File: config.mk
export PLATFORM = sky130hd
export DESIGN_NAME = pushbutton_events
export DESIGN_NICKNAME = d
export VERILOG_FILES = /design/src/rtl/pushbutton_events_pkg.sv /design/src/rtl/pushbutton_events_pressTimer.sv /design/src/rtl/pushbutton_events.sv
export SDC_FILE = /design/constraint.sdc
export NUM_CORES = 1
export LEC_CHECK = 0
export CAP_MARGIN = 10
export CORE_AREA = 4 4 88 90
export DETAILED_ROUTE_END_ITERATION = 6
export DIE_AREA = 0 0 92 94
export GPL_TIMING_DRIVEN = 1
export PLACE_DENSITY = 0.85
export SYNTH_ARGS = -nofsm -noshare
export SYNTH_HDL_FRONTEND = slang
export SYNTH_SLANG_ARGS = --single-unit
export TNS_END_PERCENT = 5
File: constraint.sdc
create_clock -name i_clk -period 4.3 [get_ports i_clk]
set_clock_uncertainty 0.05 [all_clocks]
set_input_delay 0.86 -clock i_clk [delete_from_list [all_inputs] [get_ports i_clk]]
set_output_delay 0.86 -clock i_clk [all_outputs]
set_load 0.02 [all_outputs]
File: src/rtl/pushbutton_events_pkg.sv
// Shared types for the pushbutton event controller: event kinds, the
// per-button press state, the pending-event record and a small index helper.
package pushbutton_events_pkg;

  // Two bits leave no spare code for a repeat. A repeat therefore reuses the
  // LONG code. A consumer can tell the two apart because a repeat always
  // follows a LONG from the same button with no RELEASE in between.
  typedef enum logic [1:0] {
    EV_NONE    = 2'd0,
    EV_SHORT   = 2'd1,
    EV_LONG    = 2'd2,
    EV_RELEASE = 2'd3
  } evKind_t;

  localparam evKind_t EV_REPEAT = EV_LONG;

  typedef enum logic [1:0] {
    IDLE,
    PRESSED,
    HELD
  } btnState_t;

  typedef struct packed {
    evKind_t kind;
  } event_t;

  // Next round-robin position after v, wrapping at n.
  function automatic int wrap_inc(input int v, input int n);
    return (v + 1 >= n) ? 0 : v + 1;
  endfunction

endpackage

File: src/rtl/pushbutton_events_pressTimer.sv
// One button: edge detection, press-duration FSM with a saturating timer,
// and a one-deep pending event slot with a sticky overflow flag.
// PUSHBUTTON_EVENTS_REPEAT_EN: when defined, HELD emits a repeat event every
// LONG_CYCLES cycles; when undefined, HELD stays silent until release.
module pushbutton_pressTimer
  import pushbutton_events_pkg::*;
#(
  parameter int LONG_CYCLES = 1000,
  parameter int CNT_W       = $clog2(LONG_CYCLES + 1)
) (
  input  logic    clk,
  input  logic    rst_n,
  input  logic    cg,
  input  logic    button,
  input  logic    drain,
  input  logic    clr_overflow,
  output logic    pending,
  output evKind_t kind,
  output logic    overflow
);

  localparam logic [CNT_W-1:0] HIT = CNT_W'(LONG_CYCLES - 1);
  localparam logic [CNT_W-1:0] SAT = CNT_W'(LONG_CYCLES);

  btnState_t        state;
  logic [CNT_W-1:0] timer;
  logic [CNT_W-1:0] timer_inc;
  logic             prev;
  event_t           slot;
  logic             rise;
  logic             fall;
  logic             timer_hit;
  logic             emit;
  event_t           emit_ev;

  // Decode edges and the event this cycle produces; fall beats the LONG timeout.
  always_comb begin
    // NOTE: every output of this block gets a default first so no latch is inferred.
    rise      = button & ~prev;
    fall      = ~button & prev;
    timer_hit = (timer == HIT);
    timer_inc = (timer == SAT) ? timer : timer + 1'b1;
    emit      = 1'b0;
    emit_ev   = '{kind: EV_NONE};
    case (state)
      PRESSED: begin
        if (fall) begin
          emit    = 1'b1;
          emit_ev = '{kind: EV_SHORT};
        end else if (timer_hit) begin
          emit    = 1'b1;
          emit_ev = '{kind: EV_LONG};
        end
      end
      HELD: begin
        if (fall) begin
          emit    = 1'b1;
          emit_ev = '{kind: EV_RELEASE};
        end
`ifdef PUSHBUTTON_EVENTS_REPEAT_EN
        else if (timer_hit) begin
          emit    = 1'b1;
          emit_ev = '{kind: EV_REPEAT};
        end
`endif
      end
      default: ;
    endcase
  end

  // Press FSM, timer, pending slot and sticky overflow; everything holds while gated.
  always_ff @(posedge clk or negedge rst_n) begin
    // NOTE: state registers use non-blocking assignments so every flop samples pre-edge values.
    if (!rst_n) begin
      state    <= IDLE;
      timer    <= '0;
      prev     <= 1'b0;
      pending  <= 1'b0;
      slot     <= '{kind: EV_NONE};
      overflow <= 1'b0;
    end else if (cg) begin
      prev <= button;
      case (state)
        IDLE: begin
          if (rise) begin
            state <= PRESSED;
            timer <= '0;
          end
        end
        PRESSED: begin
          if (fall) begin
            state <= IDLE;
          end else if (timer_hit) begin
            state <= HELD;
            timer <= '0;
          end else begin
            timer <= timer_inc;
          end
        end
        HELD: begin
          if (fall) state <= IDLE;
`ifdef PUSHBUTTON_EVENTS_REPEAT_EN
          else if (timer_hit) timer <= '0;
`endif
          else timer <= timer_inc;
        end
        default: state <= IDLE;
      endcase

      // A new event always lands; a drain in the same cycle makes room for it.
      if (emit) begin
        pending <= 1'b1;
        slot    <= emit_ev;
      end else if (drain) begin
        pending <= 1'b0;
      end

      // Set beats clear when both happen together.
      if (emit && pending && !drain) overflow <= 1'b1;
      else if (clr_overflow)         overflow <= 1'b0;
    end
  end

  assign kind = slot.kind;

endmodule

File: src/rtl/pushbutton_events.sv
// Pushbutton event controller: one press timer per button, a round-robin
// arbiter and a registered valid/ready event port.
// PUSHBUTTON_EVENTS_REPEAT_EN: when defined, held buttons also emit repeat
// events (handled inside pushbutton_pressTimer).
module pushbutton_events
  import pushbutton_events_pkg::*;
#(
  parameter  int N_BTN       = 4,
  parameter  int LONG_CYCLES = 1000,
  localparam int IDX_W       = (N_BTN > 1) ? $clog2(N_BTN) : 1,
  localparam int CNT_W       = $clog2(LONG_CYCLES + 1)
) (
  input  logic             i_clk,
  input  logic             i_rstn,
  input  logic             i_cg,
  input  logic [N_BTN-1:0] i_button,
  output logic             o_valid,
  input  logic             i_ready,
  output logic [IDX_W-1:0] o_btnIdx,
  output evKind_t          o_kind,
  output logic [N_BTN-1:0] o_overflow,
  input  logic             i_clrOverflow
);

  logic [N_BTN-1:0] pending;
  logic [N_BTN-1:0] drain;
  evKind_t          pend_kind [N_BTN];
  logic [IDX_W-1:0] rr;
  logic [IDX_W-1:0] grant;
  logic             found;
  logic             out_free;

  for (genvar b = 0; b < N_BTN; b++) begin : g_btn
    pushbutton_pressTimer #(
      .LONG_CYCLES(LONG_CYCLES),
      .CNT_W      (CNT_W)
    ) u_press (
      .clk         (i_clk),
      .rst_n       (i_rstn),
      .cg          (i_cg),
      .button      (i_button[b]),
      .drain       (drain[b]),
      .clr_overflow(i_clrOverflow),
      .pending     (pending[b]),
      .kind        (pend_kind[b]),
      .overflow    (o_overflow[b])
    );
  end

  // Pick the first pending button at or after rr and drain it when the port has room.
  always_comb begin
    int j;
    j     = 0;
    found = 1'b0;
    grant = '0;
    for (int i = 0; i < N_BTN; i++) begin
      j = int'(rr) + i;
      if (j >= N_BTN) j = j - N_BTN;
      if (!found && pending[j]) begin
        found = 1'b1;
        grant = IDX_W'(j);
      end
    end
    out_free = ~o_valid | i_ready;
    drain    = (i_cg && out_free && found) ? (N_BTN'(1) << grant) : '0;
  end

  // Output register and round-robin pointer; held steady during a stall or while gated.
  always_ff @(posedge i_clk or negedge i_rstn) begin
    if (!i_rstn) begin
      o_valid  <= 1'b0;
      o_btnIdx <= '0;
      o_kind   <= EV_NONE;
      rr       <= '0;
    end else if (i_cg && out_free) begin
      if (found) begin
        o_valid  <= 1'b1;
        o_btnIdx <= grant;
        o_kind   <= pend_kind[grant];
        rr       <= IDX_W'(wrap_inc(int'(grant), N_BTN));
      end else begin
        o_valid <= 1'b0;
      end
    end
  end

endmodule
# [Word level (Yosys, flattened, before mapping)]
# Index checks and enable logic that the tools add are counted.
[op_classes] add_sub_neg=12 n_mul=0 div=0 order_cmp=10 eq_ne=36 n_shift=1 n_mux=119 n_bitwise=19 reduce_logical=57
[op_table] operator="$mux W10" count=20
[op_table] operator="$lt A32 B4 Y1 const B" count=4
[op_table] operator="$mux W32" count=4
[op_table] operator="$pmux W10 S3" count=4
[op_table] operator="$eq A10 B10 Y1 const B" count=8
[op_table] operator="$mux W2" count=35
[op_table] operator="$add A10 B1 Y10 const B" count=4
[op_table] operator="$mux W1" count=38
[op_table] operator="$reduce_and A2 Y1" count=13
[op_table] operator="$pmux W2 S3" count=4
[op_table] operator="$reduce_and A5 Y1" count=4
[op_table] operator="$ne A2 B1 Y1 const B" count=8
[op_table] operator="$ne A2 B2 Y1 const B" count=8
[op_table] operator="$pmux W2 S2" count=4
[op_table] operator="$reduce_and A4 Y1" count=4
[op_table] operator="$reduce_bool A2 Y1" count=8
[op_table] operator="$ge A3 B3 Y1 const B" count=5
[op_table] operator="$logic_and A1 B1 Y1" count=13
[op_table] operator="$ne A3 B1 Y1 const B" count=4
[op_table] operator="$reduce_bool A3 Y1" count=4
[op_table] operator="$sub A3 B3 Y4 const B" count=3
[op_table] operator="$not A1 Y1" count=9
[op_table] operator="$and A1 B1 Y1" count=8
[op_table] operator="$bmux W1 S2" count=4
[op_table] operator="14 further kinds" count=34
[word_totals] ff_bits=75 latchBits=0 mem_bits_rw=0 rom_bits=0 input_bits=9 out_inout_bits=9 word_cells=282 mem_count=0

# [Depth between registers and ports, before layout]
# Gate-level depths: netlist (run 1).
[depth] word_depth=21 mapped_depth=8 depth_no_buf=7

# [Hierarchy]
# From an unflattened synthesis (run 1), not the netlist that was laid out.
[unflattened] hier_cells=510 area_unflattened_um2=4823.4
[by_module_without_submodules] module="pushbutton_pressTimer (g_btn[0].u_press ...)" n_inst=3 cells_per_inst=112 area_each_um2=1056.0 seq_area_each_um2=425.4
[by_module_without_submodules] module="pushbutton_pressTimer (g_btn[3].u_press)" n_inst=1 cells_per_inst=112 area_each_um2=1118.6 seq_area_each_um2=425.4
[by_module_without_submodules] module="pushbutton_events" n_inst=1 cells_per_inst=62 area_each_um2=536.8 seq_area_each_um2=175.2

# [Worst setup path before layout (run 1)]
# OpenSTA, ideal clock, no wires.
[synth_timing] path_kind="input-to-reg" startpoint="input i_button[3]" endpoint="register g_btn[3].u_press.timer[2]" setup_time_ns=0.120 t_arrival_ns=2.053 required_time_ns=4.130 setup_slack_ns=2.077 stages=6 path_buffers=1 path_cell_list="nor2b_1 -> o21ai_0 -> or3_1 -> clkbuf_1 -> o21a_1 -> a31o_2"
[synth_via] elab_chain_len=4 elab_cells_between_ends=7 classes_between="eq/ne: 3; bitwise: 3; reduce/logical: 1"
[synth_rtl] item="start, declared" line_no="pushbutton_events.sv:16" text="input logic [N_BTN-1:0] i_button,"
[synth_rtl] item="$not A1 Y1" line_no="pushbutton_events_pressTimer.sv:40" text="fall = ~button & prev;"
[synth_rtl] item="$and A1 B1 Y1" line_no="pushbutton_events_pressTimer.sv:40"
[synth_rtl] item="$ne A2 B2 Y1 (no line)"
[synth_rtl] item="$reduce_and A5 Y1 (no line) *"
[synth_rtl] item="end signal, assigned" line_no="pushbutton_events_pressTimer.sv:97" text="timer <= timer_inc;"
[synth_rtl] item="end signal, assigned" line_no="pushbutton_events_pressTimer.sv:105" text="else timer <= timer_inc;"
[synth_rtl] item="end, declared" line_no="pushbutton_events_pressTimer.sv:26" text="logic [CNT_W-1:0] timer;"
# Mark *: on every way between the ends. The rest lies on a longest branch, timed or not.
# A chain may end at the register's enable or synchronous reset.

# [Final worst setup path (run 1)]
[layout_timing] startpoint="input i_cg" endpoint="register g_btn[3].u_press.timer[7]"
[layout_via] elab_chain_len=1
[layout_rtl] item="start, declared" line_no="pushbutton_events.sv:15" text="input logic i_cg,"
[layout_rtl] item="$reduce_and A5 Y1 (no line)"
# No other way between the ends.

==> results of run 1 <==
-- state kept, by name, indices dropped and copies added, names as in the netlist --
signal / cells
g_btn.u_press.kind: 8
g_btn.u_press.overflow: 4
g_btn.u_press.pending: 4
g_btn.u_press.prev: 4
g_btn.u_press.state: 8
g_btn.u_press.timer: 40
o_btnIdx: 2
o_kind: 2
o_valid: 1
rr: 2
-- final cells by class --
cell class,instances,area (um^2),area share
tap,99,124,0.0249
multi-input combinational,374,2450,0.492
inverter,38,143,0.0287
sequential,75,1880,0.377
timing repair buffer,18,175,0.0352
clock inverter,4,76.3,0.0153
clock buffer,11,131,0.0264
-- power by group through the flow --
stage          Combinational (mW)  Clock, mW  Sequential, mW
3_5_place_dp                 1.16          0            1.01
6_report                     1.18      0.585           0.999
5_1_grt                      1.33      0.627            1.02
2_1_floorplan               0.879          0           0.996
4_1_cts                      1.18      0.589           0.994
3_3_place_gp                 1.11          0           0.996
-- how the worst max path moves through the flow --
stage                     cells past startpoint  slack [ns]                        end
after global routing                          5        1.19  g_btn[3].u_press.timer[0]
after global placement                        5        1.08  g_btn[3].u_press.timer[5]
after floorplan                               6        2.08  g_btn[3].u_press.timer[2]
final                                         5        1.43  g_btn[3].u_press.timer[7]
after CTS                                     5        1.38  g_btn[3].u_press.timer[6]
after detailed placement                      5        1.03  g_btn[3].u_press.timer[6]
-- worst max-delay path, delay by kind of cell --
| family | cells | cell delay [ns] |
|---|---|---|
| AO/OA/AOI/OAI | 2 | 0.47 |
| AND/OR/NAND/NOR | 2 | 0.97 |
| buffers and inverters | 1 | 0.77 |
-- kinds of logic (layout without fill, tap and decap cells) --
| family | count (synthesis) | count (layout) |
|---|---|---|
| and+or+nand+nor | 178 | 178 |
| AOI/OAI and AO/OA | 148 | 148 |
| DFF | 75 | 75 |
| buffers and inverters | 53 | 71 |
| adders and majority gates | 25 | 25 |
| muxes | 22 | 22 |
| xor gates and xnor gates | 1 | 1 |
-- routing by layer --
metal / part of all wire / track usage / vias up
li1: - / - / 1838
met1: 0.46 / 0.308 / 1788
met2: 0.48 / 0.384 / 116
met3: 0.048 / 0.0361 / 11
met4: 0.011 / 0.0644 / 0
met5: 0 / 0 / -
-- through the flow --
stage	total power, mW	hold WS (ns)	cells
detailed placement	2.17	0.430	604
CTS	2.76	0.446	619
global route	2.98	0.470	619
floorplan	1.87	0.387	502
finish	2.77	0.437	619
global placement	2.11	0.417	604
-- Yosys cell counts, drive strengths merged, types with 3 or more instances --
library cell	instances
mux2i	12
or3	4
nand2b	13
clkbuf	8
a31oi	5
mux2	10
inv	38
nand3	22
a22o	4
a21oi	26
and3	5
o21bai	4
dfrtp	75
ha	25
nand4	7
nand2	45
nand3b	3
o21a	4
nor2b	13
nor2	32
o21ai	57
nand4bb	3
or2	7
a31o	3
nor4	5
nor3	7
buf	7
a21o	5
o211ai	5
o31ai	21
==> impl_metrics.toml, run 1 <==
[clock_tree]
cts-resized-gates = 0
htreeDepth = 3
clk_pin_slew_ns = 0.08
numCtsBuffers = 9
root_buffer = "clkbuf_8"
hold_buffers = 0
cts_tree = "built"
cts_max_path_buffers = 2
cts_setup_buffers = 0
cts_sinks = 75
clk_latency_ns = 0.35

[route]
wl_um = 9370
vias_per_cell = 6.06
avgRoutedWirePerCell_um = 15.1
vias = 3753
firstDrtPassIters = 4
first_iter_violations = 239
ant_nets = 0
drc = 0

[critical_path]
crit_chain = "clkdlybuf4s50_1 -> o21ai_0 -> or3_1 -> or2_2 -> o31ai_1"
critPathKind = "in2reg"
reg2reg_from = "g_btn[0].u_press.state[0]"
worstPathArrival_ns = 3.08
slowest_stage = "clkdlybuf4s50_1"
crit_path_start_kind = "primary input"
crit_path_max_fanout = 13
r2r-end = "g_btn[0].u_press.timer[1]"
startpoint = "i_cg"
critPathRequiredTime_ns = 4.51
r2r_slack_ns = 1.98
max_stage_delay_ns = 0.77
worstRegToRegCells = 7
crit_path_end_kind = "register"

[power_and_ir_drop]
p_leak_nw = 2.12
share_comb_of_total_power = 0.428
switchingPower_mw = 1.11
p_per_area_nw_per_um2 = 556
p_seq_frac = 0.361
power_frac_clock = 0.211
swShare = 0.402
ir_drop_mv = 0.303
internal_power_mw = 1.65

[yosys]
synth-compound-area-share = 0.210
syn-cell-area_um2 = 4540
synth_adder_area_share = 0.0688
synth_edf_count = 0
synth_top_family_by_area = "compound AO/OA/AOI/OAI gates"
synth_top_area_cell = "dfrtp_1"
ys_types = 62
async_flop_share = 1.00
synthFlopType = "dfrtp_1"
synth_seq_area_share = 0.413
synth_fp_nets = 536
synth-simple-area-share = 0.207
synth_area_leaders = "dfrtp_1 41%, ha_1 6.9%, o21ai_0 6.1%"
synth.avg_cell_area_um2 = 9.05
syn_inst = 502
synth_xor_area_frac = 0.00193
synth_mux_area_frac = 0.0512
yosys_warnings = 0
synth_top_area_share = 0.413
ys_ff_latch = 75

[sta]
fin_crit_sh = 0.667
hold_violations = 0
slew_headroom = 0.392
min_period_ns = 2.87
slew_viol_final = 0
final-setup-viol-count = 0
fmax_mhz = 349
rsz0062_at_grt = "false"
setup_slack_ns = 1.43
tightest_slew_ns = 0.911
fin_tns_setup_ns = 0

[floorplan]
die_w_um = 92
core_um2 = 7060
die_area_um2 = 8650
die_h_um = 94
io-pin-count = 18
fp-row-count = 31
initial_core_util = 0.644

[grt]
grt_max_degree = 76
grt_first_pass_wirelength_um = 16200
overflow = 0
antenna_found_initial = 0
grt_pass1_vias = 3546
grt_use_total = 0.229

[worst_hold_path]
min_to = "g_btn[3].u_press.overflow"
whs_path_depth = 2
min_path_type = "reg2reg"
hp-start = "g_btn[3].u_press.overflow"

[run]
drv_cap = 0

[cells_and_area]
drive_gt1_frac = 0.0788
final_cell_mix = "75 x dfrtp_1, 55 x o21ai_0, 45 x nand2_1"
fin_util = 0.705
antenna_cells = 0
design_area_um2 = 4980
n_fill_cell = 565
layout_commonest_cell = "dfrtp_1"
area_growth_pct = 9.53
final_net_count = 550

[place]
placed_area_um2 = 4770
place_ws_ns = 1.03
hpwl_um = 6620
gp_congestion = 0.970
port_buffers = 17

[outcome]
status = "finished clean"
No activity file was read; power rests on OpenSTA's default activity.
==> run 2, diff against run 1 <==
- CORE_AREA: 4 4 88 90 -> 4 4 92 94
- DIE_AREA: 0 0 92 94 -> 0 0 96 98
- PLACE_DENSITY: 0.85 -> 0.78
- clock period: 4.3 -> 3 ns (I/O delays scaled with it)
==> impl_metrics.toml, run 2 (synthesis results as in run 1) <==
[route]
ant_nets = 0
first_iter_violations = 136
drc = 0
vias_per_cell = 5.93
vias = 3717
wl_um = 8940
avgRoutedWirePerCell_um = 14.3
firstDrtPassIters = 4

[clock_tree]
numCtsBuffers = 9
cts_setup_buffers = 0
cts_sinks = 75
clk_latency_ns = 0.36
cts_max_path_buffers = 2
root_buffer = "clkbuf_8"
clk_pin_slew_ns = 0.09
cts_tree = "built"
hold_buffers = 0
htreeDepth = 3
cts-resized-gates = 0

[power_and_ir_drop]
p_leak_nw = 2.16
ir_drop_mv = 0.425
p_per_area_nw_per_um2 = 788

[place]
placed_cells = 611
port_buffers = 17
gp_congestion = 0.849
hpwl_um = 6400

[sta]
min_period_ns = 2.39
fin_tns_setup_ns = 0
slew_viol_final = 0
final-setup-viol-count = 0
rsz0062_at_grt = "false"
tightest_slew_ns = 0.917
fmax_mhz = 418
hold_violations = 0
fin_crit_sh = 0.797
slew_headroom = 0.389

[cells_and_area]
final_cells = 627
largest_register_ffs = 40
final_cell_mix = "75 x dfrtp_1, 55 x o21ai_0, 45 x nand2_1"
final_net_count = 554
layout_commonest_cell = "dfrtp_1"
antenna_cells = 0
drive_gt1_frac = 0.0914
n_fill_cell = 604
largest-register = "g_btn.u_press.timer"
area_growth_pct = 10.6

[floorplan]
die_area_um2 = 9410
die_w_um = 96
fp-row-count = 32
initial_core_util = 0.594
core_um2 = 7650
io-pin-count = 18
die_h_um = 98

[critical_path]
worstPathArrival_ns = 2.60
crit_chain = "clkdlybuf4s50_1 -> o21ai_0 -> or3_1 -> or2_2 -> o31ai_1"
critPathKind = "in2reg"
crit_path_start_kind = "primary input"
crit_family = "simple AND/OR/NAND/NOR gates"
crit_path_max_fanout = 13
critPathRequiredTime_ns = 3.21
max_stage_delay_ns = 0.60
crit_path_end_kind = "register"
slowest_stage = "clkdlybuf4s50_1"
cp_num_buf_inv = 1

[grt]
antenna_found_initial = 0
overflow = 0
grt_max_degree = 76
grt_first_pass_wirelength_um = 15700
grt_use_total = 0.203
grt_pass1_vias = 3459

[outcome]
status = "finished clean"

[worst_hold_path]
min_path_type = "in2async"

[run]
drv_cap = 0
## run 2: through the flow
step / total power [mW] / cell area [um^2] / hold slack (ns) / worst slack [ns] / util
3_3_place_gp: 3.05 / 4800 / 0.410 / 0.307 / 0.628
4_1_cts: 3.99 / 5030 / 0.376 / 0.616 / 0.657
5_1_grt: 4.30 / 5030 / 0.425 / 0.473 / 0.657
3_5_place_dp: 3.12 / 4800 / 0.415 / 0.236 / 0.628
2_1_floorplan: 2.69 / 4540 / 0.254 / 0.998 / -
6_report: 3.96 / 5030 / 0.320 / 0.609 / 0.657
## run 2: metal layers
layer / up-vias / global-route usage / wire length (um) / share of wire
li1: 1848 / - / - / -
met1: 1771 / 0.296 / 4320 / 0.48
met2: 89 / 0.304 / 4090 / 0.46
met3: 9 / 0.0324 / 389 / 0.044
met4: 0 / 0.0711 / 138 / 0.015
met5: - / 0 / 0 / 0
## run 2: worst register-to-register path, stage by stage, from the launching register on
cell,delay [ns]
dfrtp_1,0.40
inv_1,0.09
ha_1,0.27
or2_2,0.35
a21oi_2,0.19
nand2_1,0.21
or2_0,0.39
o31ai_1,0.27
## run 2: worst paths after layout
path	startpoint	end	slack, ns	cells after the start
setup / recovery	i_cg	g_btn[3].u_press.timer[6]	0.61	5
hold / removal	i_rstn	g_btn[1].u_press.timer[0]	0.32	1
setup reg to reg	g_btn[2].u_press.state[1]	g_btn[2].u_press.timer[4]	0.70	7
hold reg to reg	g_btn[2].u_press.overflow	g_btn[2].u_press.overflow	0.43	2
max in group asynchronous	i_rstn	g_btn[2].u_press.timer[0]	1.98	1
min in group i_clk	g_btn[2].u_press.overflow	g_btn[2].u_press.overflow	0.43	2
## run 2: final cells by class
type / count / area [um^2] / area share
flip-flops and latches: 75 / 1880 / 0.373
clock buffers: 13 / 179 / 0.0356
clock inverters: 3 / 43.8 / 0.00871
repair buffers: 22 / 205 / 0.0408
multi-input cells: 374 / 2450 / 0.488
well taps: 102 / 128 / 0.0254
inverters: 38 / 143 / 0.0284
## run 2: report_power, final
part	internal (mW)	switching, mW	total (mW)
Clock	0.475	0.374	0.849
Combinational	0.696	0.989	1.68
Sequential	1.22	0.207	1.43
